==> src/rtl/sar_sequencer.sv <==
// sar_sequencer: SAR ADC conversion sequencer.
// The sequencer samples the input, runs an MSB-first successive-approximation
// search against the comparator, and presents the result on a valid/ready
// handshake. It also drives a thermometer phase vector that shows progress.
// Optional feature macro: SAR_SEQ_CONT_EN adds cont_i. When cont_i is set,
// a completed handshake restarts sampling directly and does not pass through IDLE.
// PHASE_WIDTH must equal BIT_WIDTH+1, and SAMPLE_CYCLES must be at least 1.
module sar_sequencer #(
   parameter int BIT_WIDTH     = 10,
   parameter int PHASE_WIDTH   = 11,
   parameter int SAMPLE_CYCLES = 2
) (
   input  logic                   clk_i,
   input  logic                   rst_n_i,
   input  logic                   start_i,
`ifdef SAR_SEQ_CONT_EN
   input  logic                   cont_i,
`endif
   input  logic                   cmp_i,
   input  logic                   ready_i,
   output logic                   sample_o,
   output logic [BIT_WIDTH-1:0]   dac_o,
   output logic [PHASE_WIDTH-1:0] phase_o,
   output logic [BIT_WIDTH-1:0]   data_o,
   output logic                   valid_o,
   output logic                   busy_o
);

   localparam int CW = (SAMPLE_CYCLES > 1) ? $clog2(SAMPLE_CYCLES) : 1;
   localparam int IW = (BIT_WIDTH > 1) ? $clog2(BIT_WIDTH) : 1;

   typedef enum logic [1:0] {
      ST_IDLE,
      ST_SAMPLE,
      ST_CONV,
      ST_HOLD
   } state_t;

   state_t                 state_reg, state_next;
   logic [CW-1:0]          sample_cnt_reg, sample_cnt_next;
   logic [IW-1:0]          bit_idx_reg, bit_idx_next;
   logic [BIT_WIDTH-1:0]   dac_reg, dac_next;
   logic [PHASE_WIDTH-1:0] phase_reg, phase_next;
   logic [BIT_WIDTH-1:0]   data_reg, data_next;
   logic                   valid_reg, valid_next;
   logic                   sample_reg, sample_next;
   logic                   busy_reg, busy_next;

   logic [BIT_WIDTH-1:0]   trial_bit;
   logic [BIT_WIDTH-1:0]   kept_code;
   logic                   enter_sample;
   logic                   restart;

   // The current trial bit is kept or cleared according to the comparator decision.
   always_comb begin
      trial_bit = BIT_WIDTH'(1) << bit_idx_reg;
      kept_code = cmp_i ? dac_reg : (dac_reg & ~trial_bit);
   end

`ifdef SAR_SEQ_CONT_EN
   assign restart = cont_i;
`else
   assign restart = 1'b0;
`endif

   // Next-state and next-output logic. Every output is registered, so no
   // combinational path runs from an input to an output.
   always_comb begin
      state_next      = state_reg;
      sample_cnt_next = sample_cnt_reg;
      bit_idx_next    = bit_idx_reg;
      dac_next        = dac_reg;
      phase_next      = phase_reg;
      data_next       = data_reg;
      valid_next      = valid_reg;
      sample_next     = sample_reg;
      enter_sample    = 1'b0;

      case (state_reg)
         ST_IDLE: begin
            if (start_i) begin
               enter_sample = 1'b1;
            end
         end
         ST_SAMPLE: begin
            if (sample_cnt_reg == '0) begin
               state_next   = ST_CONV;
               sample_next  = 1'b0;
               dac_next     = BIT_WIDTH'(1) << (BIT_WIDTH - 1);
               bit_idx_next = IW'(BIT_WIDTH - 1);
               phase_next   = PHASE_WIDTH'(3);
            end else begin
               sample_cnt_next = sample_cnt_reg - CW'(1);
            end
         end
         ST_CONV: begin
            if (bit_idx_reg == '0) begin
               state_next = ST_HOLD;
               data_next  = kept_code;
               valid_next = 1'b1;
               dac_next   = '0;
               phase_next = '1;
            end else begin
               dac_next     = kept_code | (trial_bit >> 1);
               bit_idx_next = bit_idx_reg - IW'(1);
               phase_next   = {phase_reg[PHASE_WIDTH-2:0], 1'b1};
            end
         end
         ST_HOLD: begin
            if (valid_reg && ready_i) begin
               valid_next = 1'b0;
               if (restart) begin
                  enter_sample = 1'b1;
               end else begin
                  state_next = ST_IDLE;
                  phase_next = '0;
               end
            end
         end
         default: begin
            state_next = ST_IDLE;
         end
      endcase

      if (enter_sample) begin
         state_next      = ST_SAMPLE;
         sample_next     = 1'b1;
         dac_next        = '0;
         phase_next      = PHASE_WIDTH'(1);
         sample_cnt_next = CW'(SAMPLE_CYCLES - 1);
      end

      busy_next = (state_next != ST_IDLE);
   end

   // State and output registers. Reset clears everything asynchronously.
   always_ff @(posedge clk_i or negedge rst_n_i) begin
      if (!rst_n_i) begin
         state_reg      <= ST_IDLE;
         sample_cnt_reg <= '0;
         bit_idx_reg    <= '0;
         dac_reg        <= '0;
         phase_reg      <= '0;
         data_reg       <= '0;
         valid_reg      <= 1'b0;
         sample_reg     <= 1'b0;
         busy_reg       <= 1'b0;
      end else begin
         state_reg      <= state_next;
         sample_cnt_reg <= sample_cnt_next;
         bit_idx_reg    <= bit_idx_next;
         dac_reg        <= dac_next;
         phase_reg      <= phase_next;
         data_reg       <= data_next;
         valid_reg      <= valid_next;
         sample_reg     <= sample_next;
         busy_reg       <= busy_next;
      end
   end

   assign sample_o = sample_reg;
   assign dac_o    = dac_reg;
   assign phase_o  = phase_reg;
   assign data_o   = data_reg;
   assign valid_o  = valid_reg;
   assign busy_o   = busy_reg;

endmodule

==> config.mk <==
export PLATFORM = sky130hd
export DESIGN_NAME = sar_sequencer
export DESIGN_NICKNAME = d
export VERILOG_FILES = /design/src/rtl/sar_sequencer.sv
export SDC_FILE = /design/constraint.sdc
export NUM_CORES = 1
export LEC_CHECK = 0
export ABC_AREA = 1
export BUFFER_PORTS_ARGS = -buffer_cell sky130_fd_sc_hd__buf_2
export CORE_MARGIN = 3
export CORE_UTILIZATION = 55
export CTS_CLUSTER_SIZE = 30
export DETAILED_ROUTE_END_ITERATION = 10
export PLACE_DENSITY = 0.86
export RECOVER_POWER = 100
export SYNTH_ARGS = -nofsm -noshare
export SYNTH_HDL_FRONTEND = slang
export SYNTH_SLANG_ARGS = --single-unit
export TNS_END_PERCENT = 100
==> constraint.sdc <==
create_clock -name clk_i -period 3.8 [get_ports clk_i]
set_input_delay 0.95 -clock clk_i [delete_from_list [all_inputs] [get_ports clk_i]]
set_output_delay 0.95 -clock clk_i [all_outputs]
set_load 0.01 [all_outputs]
After elaboration in Yosys (flattened, before gate mapping)
Index checks and enable logic that the tools add are counted.
- register bits after elaboration: 41
- input port bits: 5
- output and inout bits: 34
- logic and storage cells: 69
- add/subtract/negate cells: 2
- equality and inequality tests: 10
- shift-type cells: 1
- multiplexer cells: 29
- bitwise operators: 3
- reductions and logical operators: 15
- operator list (cell ; number):
    $mux 11 ; 4
    $mux 10 ; 4
    $pmux 11 s3 ; 1
    $pmux 10 s2 ; 1
    $and 10x10->10 ; 1
    $mux 1 ; 10
    $not 10->10 ; 1
    $or 10x9->10 ; 1
    $shl 1x4->10 const A ; 1
    $reduce_and 3->1 ; 3
    $mux 2 ; 4
    $mux 4 ; 2
    $ne 2x2->1 const B ; 4
    $pmux 4 s2 ; 1
    $reduce_bool 2->1 ; 4
    $ne 3x3->1 const B ; 2
    $pmux 2 s3 ; 1
    $reduce_and 2->1 ; 3
    $eq 2x2->1 const B ; 2
    $logic_not 4->1 ; 1
    $reduce_bool 4->1 ; 1
    $sub 4x1->4 const B ; 1
    $reduce_bool 3->1 ; 1
    $eq 2x1->1 const B ; 1
    other kinds (5) ; 5

Logic depth before layout (Yosys ltp)
Gate-level depths: netlist of the first run.
- depth in word-level cells: 8
- gate-level depth with buffers: 9
- depth with buffers taken out: 9

Worst setup path before layout of the first run
Ideal clock, no wire load.
- kind: input-to-reg
- start point: input start_i
- end point: register dac_reg[0], in the netlist dac_o[0]
- setup time: 0.113 ns
- data arrival time: 1.521 ns
- data required time: 3.687 ns
- setup slack: 2.166 ns
- stages: 6
- path buffers: 0
- cells stage by stage: o21ai_2 -> nand2_1 -> nand2_1 -> nand2_1 -> nand2_1 -> inv_1
- longest elaborated chain between the ends: 4
- elaborated cells on any way between the ends: 6
- classes of those cells: eq/ne (1); mux (3); reduce/logical (2)
- ends and longest elaborated chain (item ; RTL line ; source):
    from (decl) ; 15 ; input logic start_i,
    $mux 1 * ; 81 ; if (start_i) begin
    $mux 1 * ; n/a ;
    $ne 3x3->1 (no line) or $reduce_bool 3->1 (tied branches) ; n/a ;
    $reduce_and 2->1 (no line) ; n/a ;
    to (signal assigned) ; 152 ; dac_reg <= dac_next;
    to (decl) ; 42 ; logic [BIT_WIDTH-1:0] dac_reg, dac_next;
Every way passes the cells marked *; elsewhere a longest branch is shown, timed or not.
A chain may end at the register's enable or synchronous reset.

Worst setup path in the final report of the first run
Same ends and word-level chain as after synthesis.

==> flow_summary.yaml, run 1 <==
synthesis:
  synth_edf_count: 0
  ys_types: 24
  synth-seq-cells: 41
  yosys_warnings: 0
  avgSynthCellArea_um2: 8.10
  synth_area_mm2: 0.00203
  yosysTopAreaCell: "dfrtp_1"
  syn_nets: 260
  synthArstFlopShare_pct: 100
  synthTopCellsByCount: "103 x nand2_1, 41 x dfrtp_1, 20 x nand3_1, 19 x o21ai_0, 18 x inv_1"
  netlist_instances: 250
  ys_seq_area_share_pct: 50.6
  synthFlopType: "dfrtp_1"
  synth_top_area_share_pct: 50.6
  synthTopCellsByArea: "dfrtp_1 51%, nand2_1 19%, nand3_1 4.9%"
  synth.most_common_cell: "nand2_1"
sta:
  finalHoldViolCount: 0
  fmax_mhz: 449
  skew_ps: 3.81
  setup_slack_ps: 1570
  finalSetupViolCount: 0
  min_period_ps: 2230
  tightest_slew_ps: 1130
  fin_crit_sh_pct: 58.6
  slew_headroom_pct: 24.0
  fin_setup_tns_ps: 0
  rsz0062_at_grt: "false"
  drv_slew: 0
clock_tree:
  ctsHoldBuffers: 0
  clk_path_buf_depth: 2
  cts_buffers: 5
  cts_max_level: 2
  cts_setup_buffers: 0
  cts_tree: "yes"
  clockRootBuffer: "clkbuf_8"
  cts.sink_count: 41
  cts.reportedPaths.clkPinSlew_ps: 70
  cts_resized: 0
  clock_latency_ps: 280
min_path:
  whs_path_depth: 2
  hp-start: "phase_o[10]"
  hold_path.class: "reg2reg"
  whs_endpoint: "phase_o[10]"
grt:
  grt_pass1_vias: 1553
  antenna_found_initial: 0
  overflow: 0
  grt_usage_pct: 19.6
  grt_max_degree: 42
  grt_pass1_wl_mm: 6.71
die:
  placeableCoreArea_mm2: 0.00344
  dieHeight_um: 66.7
  dieWidth_um: 66.7
  die_area_mm2: 0.00445
  ioPinCount: 39
  initial_utilization_pct: 58.9
  rows: 21
drt:
  postRouteAntennaNets: 0
  avgViaCountPerCell: 5.11
  drc: 0
  first_iter_violations: 149
  vias: 1701
  wl_per_cell_um: 11.8
  dr.pass1.iters: 4
  wl_mm: 3.92
power_and_ir_drop:
  leakage_nw: 1.14
  ir_drop_mv: 0.412
  powerDensity_mw_per_mm2: 863
  finalPower_mw: 1.93
place:
  gp_congestion: 0.843
  dp_slack_ps: 1890
  io_buffer_count: 38
  dp_hpwl_mm: 2.75
cells_and_area:
  antenna_cells: 0
  nNetsFinal: 297
  largest_reg_flops: 11
  area_growth_syn_to_layout_pct: 10.2
  drive_gt1_share_pct: 4.88
worst_setup_path:
  crit-reg2reg-launch: "bit_idx_reg[0]"
  reg2reg_setup_slack_ps: 1610
  cp-start-kind: "input port"
  crit_arrival_ps: 2410
  path_class: "in2reg"
  crit_path_max_fanout: 10
  cp-end-kind: "flop"
  cp_data_required_time_ps: 3990
  r2r_end: "data_o[1]"
  reg2reg_depth: 6
job:
  drv_cap: 0
status:
  status: "finished clean"
critical path, stage by stage:
cell,delay [ps]
clkbuf_1,90
o21ai_0,890
nand2_1,220
nand2_1,120
nand2_1,50
nand2_1,50
inv_1,30
metrics by stage:
stage	hold slack, ps	util [%]	std cells	instance area, um2
detailed placement	460	63.9	326	2200
floorplan	506	-	250	2030
global placement	455	63.9	326	2200
CTS	485	66.9	333	2300
finish	485	64.8	333	2230
global route	517	64.8	333	2230
how the worst max path moves through the flow:
stage,startpoint,to,slack [ps],depth (start not counted)
global placement,start_i,dac_o[0],1890,7
global route,bit_idx_reg[0],data_o[1],1340,6
CTS,dac_o[0],dac_o[0],1990,1
floorplan,start_i,dac_o[0],2170,6
finish,start_i,dac_o[0],1570,7
detailed placement,start_i,dac_o[0],1890,7
placed cells by master, fill, tap and decap left out, drive strengths merged, types with 2 or more instances in the layout:
cell    synthesis  routed
nand3          21      21
ha              5       5
inv            21      20
buf             8       3
dfrtp          41      41
o21ai          27      27
nand2         106     106
clkbuf          0      40
nor2           16      16
clkinv          1       2
where the power goes:
part / switching, mW / internal, mW / total [mW]
Clock: 0.137 / 0.191 / 0.327
Sequential: 0.167 / 0.616 / 0.784
Combinational: 0.543 / 0.273 / 0.816
per-layer routing:
metal	vias to the layer above	global-route usage, %	wire length [um]
met5	-	0	0
met4	0	6.85	51
met3	5	3.20	199
met2	42	31.8	1790
met1	797	26.3	1870
li1	857	-	-
cell type report:
class	count	area (um2)
clock buffers	5	68.8
clock inverters	2	35.0
fillers	300	1210
inverters	22	83.8
multi-input cells	179	815
flip-flops and latches	41	1030
well taps	46	57.6
repair buffers	38	146
logic make-up after synthesis:
kind of cell	count (synthesis)	share of synthesized area (%)
AOI/OAI and AO/OA	28	7.23
xor gates and xnor gates	1	0.432
adders and majority gates	5	3.09
buffers and inverters	30	7.84
DFF	41	50.6
and+or+nand+nor	145	30.8
No activity file was read; power rests on OpenSTA's default activity.
==> inputs of run 2 (changes only) <==
- ABC_AREA: 1 -> 0
- CORE_UTILIZATION: 55 -> 48
- PLACE_DENSITY: 0.86 -> 0.81
- clock period: 3.8 -> 1.8 ns (I/O delays scaled with it)
==> flow_summary.yaml, run 2 <==
grt:
  grt_busiest_layer: "met2"
  use_met3_pct: 4.54
  antenna_found_initial: 0
  grt_pass1_vias: 1496
  grt_use_met1_pct: 25.4
  grt_pass1_wl_mm: 6.98
  grt_max_degree: 22
  overflow: 0
  grt_usage_pct: 20.0
  grtUsageMet2_pct: 31.7
cells_and_area:
  finish.utilization_pct: 59.7
  final_common_cell: "dfrtp_1"
  largest_reg_flops: 11
  drive_gt1_share_pct: 12.2
  area_growth_syn_to_layout_pct: 17.6
  antenna_cells: 0
  nNetsFinal: 246
  final_cell_mix: "41 x dfrtp_1, 40 x clkbuf_1, 32 x nand2_1"
worst_setup_path:
  cp_data_required_time_ps: 1970
  cp-end-kind: "flop"
  path_class: "reg2reg"
  slowest_delay_ps: 420
  path_delay_family: "simple AND/OR/NAND/NOR gates"
  crit_arrival_ps: 1860
  cp-start-kind: "flop"
  crit_path_max_fanout: 10
  path_cells: "inv_1, ha_2, nor3b_2, nand2b_4, or4_1, mux2i_1"
  path_buf_inv: 1
  crit_slowest_cell: "or4_1"
synthesis:
  syn_nets: 197
  synthMuxAreaShare_pct: 3.38
  synth-seq-cells: 41
  synth_edf_count: 0
  synth.most_common_cell: "dfrtp_1"
  synth_compound_area_share_pct: 16.8
  synthTopCellsByCount: "41 x dfrtp_1, 32 x nand2_1, 19 x nor2_1, 12 x o21ai_0, 11 x o2bb2ai_1"
  synthArstFlopShare_pct: 100
  synth_top_area_share_pct: 54.4
  avgSynthCellArea_um2: 10.1
  ys_types: 37
  synthAdderAreaFrac_pct: 3.32
  synth_area_mm2: 0.00189
  yosys_warnings: 0
  synth-simple-area-share_pct: 18.6
  yosysTopAreaCell: "dfrtp_1"
  synthFlopType: "dfrtp_1"
  ys_seq_area_share_pct: 54.4
  netlist_instances: 187
  synth_top_family_by_area: "simple AND/OR/NAND/NOR gates"
  synthTopCellsByArea: "dfrtp_1 54%, nand2_1 6.4%, o2bb2ai_1 5.1%"
  synth_xor_area_share_pct: 0
clock_tree:
  clk_path_buf_depth: 2
  clockRootBuffer: "clkbuf_8"
  cts.reportedPaths.clkPinSlew_ps: 70
  cts_setup_buffers: 0
  cts_buffers: 5
  cts_max_level: 2
  cts.sink_count: 41
  cts_tree: "yes"
  clock_latency_ps: 290
sta:
  skew_ps: 5.20
  finalSetupViolCount: 0
  rsz0062_at_grt: "false"
  min_period_ps: 1690
  fin_setup_tns_ps: 0
  finalHoldViolCount: 0
  fmax_mhz: 592
  slew_headroom_pct: 28.8
  tightest_slew_ps: 1070
  drv_slew: 0
  fin_crit_sh_pct: 93.9
drt:
  dr.pass1.iters: 4
  vias: 1530
  postRouteAntennaNets: 0
  first_iter_violations: 114
  avgViaCountPerCell: 5.37
  drc: 0
  wl_per_cell_um: 14.5
  wl_mm: 4.13
power_and_ir_drop:
  leakage_nw: 0.970
  ir_drop_mv: 0.666
  powerDensity_mw_per_mm2: 1810
job:
  drv_cap: 0
status:
  status: "finished clean"
place:
  gp_congestion: 0.829
  dp_hpwl_mm: 2.95
  io_buffer_count: 38
die:
  ioPinCount: 39
  dieHeight_um: 68.7
  placeableCoreArea_mm2: 0.00372
  rows: 22
  dieWidth_um: 68.7
  initial_utilization_pct: 50.8
  die_area_mm2: 0.00472
min_path:
  hold_path.class: "in2async"
==> run 2: final cells by class <==
cell class	count	area, um2
clock buffers	8	80.1
fillers	361	1500
inverters	4	15.0
multi-input cells	132	802
flip-flops and latches	41	1030
well taps	48	60.1
repair buffers	52	236
==> run 2: worst paths after layout <==
kind / slack [ps] / depth (start not counted) / end / startpoint
min reg2reg: 480 / 2 / data_o[6] / data_o[6]
min: 320 / 1 / data_o[3] / rst_n_i
max: 110 / 6 / bit_idx_reg[3] / bit_idx_reg[1]
min in group clk_i: 460 / 3 / data_o[0] / cmp_i
max in group asynchronous: 360 / 2 / bit_idx_reg[3] / rst_n_i
max reg2reg: 110 / 6 / bit_idx_reg[3] / bit_idx_reg[1]
==> run 2: stage by stage <==
step | instances | hold WS [ps] | total power [mW] | worst slack, ps | area [um2]
after floorplan | 187 | 154 | 2.82 | 119 | 1890
after global placement | 277 | 435 | 3.50 | 106 | 2200
after detailed placement | 277 | 434 | 3.57 | 66.8 | 2200
after CTS | 285 | 120 | 4.16 | 52.1 | 2280
after global routing | 285 | 427 | 4.39 | 14.8 | 2220
final | 285 | 323 | 4.03 | 109 | 2220
==> run 2: metal layers <==
metal	vias to the layer above	part of all wire, %
li1	746	-
met1	748	44
met2	26	49
met3	10	3.7
met4	0	2.7
met5	-	0
==> run 2: power breakdown <==
group | total [mW] | switching, mW | leakage [nW] | internal (mW)
sequential | 1.59 | 0.290 | 0.526 | 1.30
clock | 0.565 | 0.290 | 0.0395 | 0.275
combinational | 1.87 | 1.12 | 0.404 | 0.751
==> run 2: timing repair <==
item / in CTS / in global routing
hold buffers: 0 / 0
endpoints found under the hold margin: 0 / 0
setup endpoints to repair: 0 / 8
gates resized for setup: 0 / 2
==> run 2: cells by family (layout without fill, tap and decap cells) <==
family	Yosys count	after routing
and+or+nand+nor	72	72
AOI/OAI and AO/OA	49	49
DFF	41	41
buffers and inverters	14	64
muxes	6	6
adders and majority gates	5	5
==> run 2: worst reg2reg max path: stages (launching register included) <==
cell and delay (ps):
dfrtp_1 350, inv_1 80, ha_2 220, nor3b_2 170, nand2b_4 190, or4_1 430, mux2i_1 130
==> inputs of run 3 (changes only) <==
- MAX_ROUTING_LAYER: not set -> met4
==> flow_summary.yaml, run 3 (synthesis results as in run 2) <==
worst_setup_path:
  crit_slowest_cell: "or4_1"
  crit_arrival_ps: 1860
  path_buf_inv: 1
  cp-start-kind: "flop"
  path_cells: "inv_1, ha_2, nor3b_2, nand2b_4, or4_1, mux2i_1"
  path_class: "reg2reg"
  crit_path_max_fanout: 10
  cp-end-kind: "flop"
  path_delay_family: "simple AND/OR/NAND/NOR gates"
  cp_data_required_time_ps: 1970
  slowest_delay_ps: 420
grt:
  grt_max_degree: 22
  grt_usage_pct: 20.6
  antenna_found_initial: 0
  grt_pass1_wl_mm: 6.98
  overflow: 0
  grt_pass1_vias: 1496
place:
  dp_hpwl_mm: 2.95
  gp_congestion: 0.842
  dp_cells: 277
  io_buffer_count: 38
drt:
  dr.pass1.iters: 4
  wl_mm: 4.13
  wl_per_cell_um: 14.5
  drc: 0
  first_iter_violations: 119
  postRouteAntennaNets: 0
  vias: 1529
  avgViaCountPerCell: 5.36
power_and_ir_drop:
  powerDensity_mw_per_mm2: 1810
  leakage_nw: 0.970
  p_clk_share_pct: 14.0
  finalPower_mw: 4.02
  p_comb_share_pct: 46.5
  p_seq_share_pct: 39.5
  ir_drop_mv: 0.665
  p_switching_mw: 1.70
  swShare_pct: 42.2
  p_int_mw: 2.33
sta:
  min_period_ps: 1690
  fmax_mhz: 592
  drv_slew: 0
  slew_headroom_pct: 28.8
  finalHoldViolCount: 0
  skew_ps: 4.92
  fin_crit_sh_pct: 93.9
  tightest_slew_ps: 1070
  finalSetupViolCount: 0
  fin_setup_tns_ps: 0
  rsz0062_at_grt: "false"
cells_and_area:
  final_common_cell: "dfrtp_1"
  drive_gt1_share_pct: 12.2
  final_cells: 285
  antenna_cells: 0
  final_cell_mix: "41 x dfrtp_1, 40 x clkbuf_1, 32 x nand2_1"
  area_growth_syn_to_layout_pct: 17.6
  nNetsFinal: 246
  largest_reg_flops: 11
  finish.utilization_pct: 59.7
clock_tree:
  cts.reportedPaths.clkPinSlew_ps: 70
  cts_buffers: 5
  cts.sink_count: 41
  clockRootBuffer: "clkbuf_8"
  ctsHoldBuffers: 0
  clock_latency_ps: 290
  cts_setup_buffers: 0
  cts_tree: "yes"
  cts_max_level: 2
  clk_path_buf_depth: 2
die:
  ioPinCount: 39
  dieWidth_um: 68.7
  dieHeight_um: 68.7
  placeableCoreArea_mm2: 0.00372
  rows: 22
  die_area_mm2: 0.00472
  initial_utilization_pct: 50.8
job:
  drv_cap: 0
min_path:
  hold_path.class: "in2async"
status:
  status: "finished clean"
## run 3: cell counts in the layout (fill, tap and decap cells not counted)
No cell type changed its count.
## run 3: cell type report
class | instances | area, um2
flip-flops and latches | 41 | 1030
repair buffers | 52 | 236
fillers | 361 | 1500
well taps | 48 | 60.1
clock buffers | 8 | 80.1
inverters | 4 | 15.0
multi-input cells | 132 | 802
## run 3: worst paths after layout
| check | from | endpoint | slack, ps | cells past startpoint |
|---|---|---|---|---|
| worst min register to register | data_o[6] | data_o[6] | 480 | 2 |
| min in group clk_i | cmp_i | data_o[0] | 460 | 3 |
| worst min-delay path | rst_n_i | data_o[3] | 320 | 1 |
| worst max register to register | bit_idx_reg[1] | bit_idx_reg[3] | 110 | 6 |
| worst max-delay path | bit_idx_reg[1] | bit_idx_reg[3] | 110 | 6 |
| max in group asynchronous | rst_n_i | bit_idx_reg[3] | 350 | 2 |
## run 3: per-stage QoR
step / setup slack, ps / hold WS [ps] / instance area (um2)
floorplan: 119 / 154 / 1890
finish: 109 / 324 / 2220
global placement: 106 / 435 / 2200
CTS: 52.1 / 120 / 2280
global route: 14.8 / 427 / 2220
detailed placement: 66.8 / 434 / 2200
## run 3: repair_timing
item	in CTS	in global routing
hold endpoints to repair	0	0
endpoints found under the setup margin	0	8
resized for setup	0	2
## run 3: power groups by stage
stage	clock, mW	combinational (mW)	sequential (mW)
floorplan	0	1.13	1.69
global placement	0	1.92	1.58
detailed placement	0	1.98	1.59
CTS	0.581	2.00	1.58
global route	0.609	2.12	1.66
finish	0.564	1.87	1.59
## run 3: layer usage
layer  GRT usage [%]  routed length (um)  vias up
li1                -                   -      748
met1            25.4                1820      745
met2            31.7                2040       26
met3            4.54                 152       10
met4            10.5                 111        0
met5               -                   0        -
